File: src/rtl/aes_round_sequencer.sv
// Control sequencer for the iterative AES-128 decryption datapath.
// Moore FSM that issues op selects, column selects, round-key indices and load strobes.
module aes_round_sequencer #(
  parameter int KEYEXP_CYCLES = 10
) (
  input  logic       Clk,
  input  logic       Reset,
  input  logic       start,
  output logic [2:0] op_sel,
  output logic       state_ld,
  output logic [1:0] col_sel,
  output logic [3:0] round_key_idx,
  output logic       keyexp_en,
  output logic       busy,
  output logic       done
);

  localparam logic [2:0] OP_HOLD = 3'd0;
  localparam logic [2:0] OP_LOAD = 3'd1;
  localparam logic [2:0] OP_ARK  = 3'd2;
  localparam logic [2:0] OP_ISR  = 3'd3;
  localparam logic [2:0] OP_ISB  = 3'd4;
  localparam logic [2:0] OP_IMC  = 3'd5;

  localparam logic [7:0] KX_LAST = 8'(KEYEXP_CYCLES - 1);

  typedef enum logic [3:0] {
    S_IDLE, S_LOAD, S_KEYEXP, S_ARK_INIT,
    S_ISR, S_ISB, S_ARK, S_IMC,
    S_ISR_F, S_ISB_F, S_ARK_F, S_DONE
  } state_t;

  state_t     state_reg, state_next;
  logic [3:0] round_reg, round_next;
  logic [7:0] kx_cnt_reg, kx_cnt_next;
  logic [1:0] col_reg, col_next;
  logic       busy_state;

  always_ff @(posedge Clk) begin
    if (Reset) begin
      state_reg  <= S_IDLE;
      round_reg  <= 4'd0;
      kx_cnt_reg <= 8'd0;
      col_reg    <= 2'd0;
    end else begin
      state_reg  <= state_next;
      round_reg  <= round_next;
      kx_cnt_reg <= kx_cnt_next;
      col_reg    <= col_next;
    end
  end

  assign busy_state = (state_reg != S_IDLE) && (state_reg != S_DONE);

  always_comb begin
    state_next  = state_reg;
    round_next  = round_reg;
    kx_cnt_next = kx_cnt_reg;
    col_next    = col_reg;
    case (state_reg)
      S_IDLE:   if (start) state_next = S_LOAD;
      S_LOAD: begin
        state_next  = S_KEYEXP;
        kx_cnt_next = KX_LAST;
      end
      S_KEYEXP: begin
        if (kx_cnt_reg == 8'd0) state_next = S_ARK_INIT;
        else                    kx_cnt_next = kx_cnt_reg - 8'd1;
      end
      S_ARK_INIT: begin
        state_next = S_ISR;
        round_next = 4'd9;
      end
      S_ISR: state_next = S_ISB;
      S_ISB: state_next = S_ARK;
      S_ARK: begin
        state_next = S_IMC;
        col_next   = 2'd0;
      end
      S_IMC: begin
        if (col_reg == 2'd3) begin
          // Round count saturates at 0; the last IMC burst hands over to the final round.
          round_next = (round_reg != 4'd0) ? round_reg - 4'd1 : 4'd0;
          state_next = (round_reg <= 4'd1) ? S_ISR_F : S_ISR;
          col_next   = 2'd0;
        end else begin
          col_next = col_reg + 2'd1;
        end
      end
      S_ISR_F: state_next = S_ISB_F;
      S_ISB_F: state_next = S_ARK_F;
      S_ARK_F: state_next = S_DONE;
      S_DONE:  if (!start) state_next = S_IDLE;
      default: state_next = S_IDLE;
    endcase
    // Dropping start aborts any in-flight operation without a further state write.
    if (busy_state && !start) state_next = S_IDLE;
  end

  always_comb begin
    op_sel        = OP_HOLD;
    state_ld      = 1'b0;
    col_sel       = 2'd0;
    round_key_idx = 4'd0;
    keyexp_en     = 1'b0;
    busy          = busy_state;
    done          = 1'b0;
    case (state_reg)
      S_LOAD: begin
        op_sel        = OP_LOAD;
        state_ld      = 1'b1;
        round_key_idx = 4'd10;
      end
      S_KEYEXP: begin
        keyexp_en     = 1'b1;
        round_key_idx = 4'd10;
      end
      S_ARK_INIT: begin
        op_sel        = OP_ARK;
        state_ld      = 1'b1;
        round_key_idx = 4'd10;
      end
      S_ISR: begin
        op_sel        = OP_ISR;
        state_ld      = 1'b1;
        round_key_idx = round_reg;
      end
      S_ISB: begin
        op_sel        = OP_ISB;
        state_ld      = 1'b1;
        round_key_idx = round_reg;
      end
      S_ARK: begin
        op_sel        = OP_ARK;
        state_ld      = 1'b1;
        round_key_idx = round_reg;
      end
      S_IMC: begin
        op_sel        = OP_IMC;
        state_ld      = 1'b1;
        col_sel       = col_reg;
        round_key_idx = round_reg;
      end
      S_ISR_F: begin
        op_sel   = OP_ISR;
        state_ld = 1'b1;
      end
      S_ISB_F: begin
        op_sel   = OP_ISB;
        state_ld = 1'b1;
      end
      S_ARK_F: begin
        op_sel   = OP_ARK;
        state_ld = 1'b1;
      end
      S_DONE:  done = 1'b1;
      default: ;
    endcase
  end

endmodule

File: config.mk
export PLATFORM = sky130hd
export DESIGN_NAME = aes_round_sequencer
export DESIGN_NICKNAME = d
export VERILOG_FILES = /design/src/rtl/aes_round_sequencer.sv
export SDC_FILE = /design/constraint.sdc
export NUM_CORES = 1
export LEC_CHECK = 0
export CAP_MARGIN = 20
export CORE_MARGIN = 2
export CORE_UTILIZATION = 53
export DETAILED_ROUTE_END_ITERATION = 12
export GPL_TIMING_DRIVEN = 0
export PLACE_DENSITY = 0.77
export SYNTH_ARGS = -nofsm -noshare
export SYNTH_HDL_FRONTEND = slang
export SYNTH_SLANG_ARGS = --single-unit
File: constraint.sdc
create_clock -name Clk -period 2.2 [get_ports Clk]
set_clock_uncertainty 0.1 [all_clocks]
set_input_delay 0.33 -clock Clk [delete_from_list [all_inputs] [get_ports Clk]]
set_output_delay 0.33 -clock Clk [all_outputs]
set_load 0.01 [all_outputs]
==> results of run 1 <==
## metrics by stage
stage	setup slack, ps	instances	cell area [um^2]
floorplan	345.8	151	1182
CTS	1.358	200	1450
global placement	-19.71	194	1368
global route	-1.156	201	1473
detailed placement	-101.4	194	1368
finish	96.48	201	1473
## cell families after synthesis
logic type / Yosys count
xor+xnor: 3
buf+inv: 16
flops: 18
compound gates: 39
fa+ha+maj: 3
simple gates: 69
mux: 3
## layer usage
metal,vias up,track usage,wire [um]
met5,-,0,0
met4,0,0.08772,33
met3,4,0.05556,119
met2,28,0.3333,1271
met1,548,0.3139,1370
li1,600,-,-
## cells in the final DEF, fill, tap and decap left out, types with 4 or more instances in the layout
| cell type | count |
|---|---|
| inv_1 | 8 |
| or3_1 | 6 |
| nor2_1 | 13 |
| nor3_1 | 10 |
| dfxtp_1 | 15 |
| dlymetal6s2s_1 | 5 |
| nand2_1 | 7 |
| buf_4 | 7 |
| o21ai_0 | 8 |
| clkbuf_4 | 4 |
| a21oi_1 | 14 |
| dlygate4sd2_1 | 6 |
## timing repair
action	CTS	global route
hold buffers	0	0
setup endpoints to repair	13	7
resized for setup	26	11
setup buffers	3	1
## where the power goes
part / internal (mW) / switching [mW] / total, mW
clock: 0.0635 / 0.0958 / 0.159
combinational: 0.211 / 0.239 / 0.450
sequential: 0.366 / 0.0494 / 0.415
## final timing paths
path | startpoint | end | slack (ps) | depth (start not counted)
worst max-delay path | state_reg[3]$_SDFFE_PP0P_ | round_key_idx[3] | 100 | 5
worst min-delay path | col_reg[1]$_SDFFE_PP0P_ | col_reg[1]$_SDFFE_PP0P_ | 380 | 2
worst max register to register | kx_cnt_reg[0]$_SDFFE_PP0P_ | state_reg[0]$_SDFFE_PP0P_ | 210 | 6
worst min register to register | col_reg[1]$_SDFFE_PP0P_ | col_reg[1]$_SDFFE_PP0P_ | 380 | 2
## worst register-to-register path, cell delays in order (launching register included)
cell and delay, ps:
dfxtp_1 360, inv_1 110, ha_1 160, or3b_2 490, o21a_4 240, nor3_2 260, mux2i_1 210
## cell type report
type,count,area (um^2),area share
clock buffer,3,22.52,0.01529
multi-input combinational,117,787.0,0.5344
sequential,18,369.1,0.2506
buffer,8,48.80,0.03314
timing repair buffer,19,180.2,0.1223
inverter,8,30.03,0.02039
tap,28,35.03,0.02379
==> key figures, run 1 <==
Worst setup path
  • WP data arrival: 1670 ps
  • Buf+Inv Stages, Crit Path: 3
  • Critical Path Sink Type: output port
  • Startpoint class of the critical path: register
  • Critical path required time: ~1800 ps
  • CP max-delay cell: or2_2
  • Crit-path cells: clkbuf_4 -> buf_2 -> or2_2 -> a21oi_1 -> clkdlybuf4s15_1
  • Path type of the worst setup path: register to output port
  • Worst-path fanout max: 10
  • Top delay family on crit path: buffers and inverters
  • Critical Path Max Stage Delay: between 300 and 400 ps

Cells and area
  • Largest register FFs: 8
  • Filler instances: 185
  • Post-layout util: 0.6788
  • Antenna Diode Count: 0
  • Area growth from synthesis to layout: 24.55%
  • Share of cells above drive strength 1: 0.2023
  • Nets: 181

Logic synthesis
  • Top_reg_cell synth: dfxtp_1
  • Top cell type's share of synthesized area: 0.3048
  • XOR/XNOR share of the synthesized area: 0.02222
  • Post-synthesis compound-gate area fraction: 0.2148
  • Most common cell in the netlist: dfxtp_1
  • Leading area contributor after synthesis: dfxtp_1
  • Synth unique cells: 48
  • Number of synthesized flops with an enable pin: 0
  • Cell area after synthesis: 1182 um^2
  • Synth cell count leaders: dfxtp_1 (18), a21oi_1 (14), nor2_1 (14)
  • Flops & latches, synth: 18
  • Mux cell area share after synthesis: 0.02540
  • Ys async rst share: 0
  • Syn nets: around 160
  • Synth area leaders: dfxtp_1 (30%), a21oi_1 (5.9%), nor2_1 (4.4%)
  • Simple-gate share of the synthesized area: 0.3460
  • Cells after Synth: around 150
  • Largest family of logic cells by synthesized area: simple AND/OR/NAND/NOR gates
  • YS warnings: 0
  • Mean Syn Cell Area: about 8 um^2
  • Post-synthesis adder-cell area fraction: 0.03175
  • Register area share after synthesis: 0.3048

GRT
  • Largest net degree at the start of global routing: 11
  • Gr usage total: 0.2250
  • Vias in the first global route: 1043
  • First-pass GRT wire length: 4519 um
  • Initial antenna violation count: 0
  • Grt ovf: 0

Clocking
  • Clk Latency, worst-skew pair: around 280 ps
  • Clock Tree Buf Depth: 2
  • Clock sinks: 18
  • Clk slew on worst S/H paths: 100 ps
  • H-Tree Depth: 1
  • CTS tree: done
  • Clk Tree Root Cell: clkbuf_4
  • TritonCTS Buffers: 3

Drt
  • DRC: 0
  • DRT antenna net count: 0
  • Via count: roughly 1200
  • Via/cell ratio: 5.871
  • WL/cell: 13.90 um
  • Routed wire length: ~2800 um
  • DR iter-0 viols: 22
  • Drt pass-1 iters: 4

Timing
  • Fin. max-slew vios: 0
  • Setup violations, final: 0
  • Worst slew pin tran: 584.3 ps
  • Setup TNS: 0 ps
  • Hold Vio Cnt, Final: 0
  • Final min period: 2104 ps
  • Final period util: 0.9561
  • Slew headroom: 0.6094
  • Hold_ws: approximately 380 ps
  • Fmax: approximately 480 MHz

Placed design
  • HPWL Detailed: 1983 um
  • # port buffers: 15
  • GP Congestion: around 0.8

Power
  • Tot Pwr: 1.025 mW
  • Maximum VDD drop: 0.0005484 V
  • Leakage: 0.6658 nW
  • Pwr dens: 695.7 nW/um^2

Floorplan
  • Rows: 17
  • IO Pins: 16
  • Die Span Y: approximately 51 um
  • Die W: about 50 um
  • Starting density of the core: 0.5450
  • CORE AREA: 2170 um^2
  • DIE AREA: 2625 um^2

Outcome
  • Status: finished clean

Run
  • Max Cap Viol: 0

Min path
  • Tightest Hold Check Type: register to register
(Power assumes the default switching activity.)
==> run 2: changes to the inputs <==
CTS_CLUSTER_DIAMETER = 50   (was default)
==> results of run 2 <==
Same layout as run 1: the final DEF is identical, and so are final timing and power.
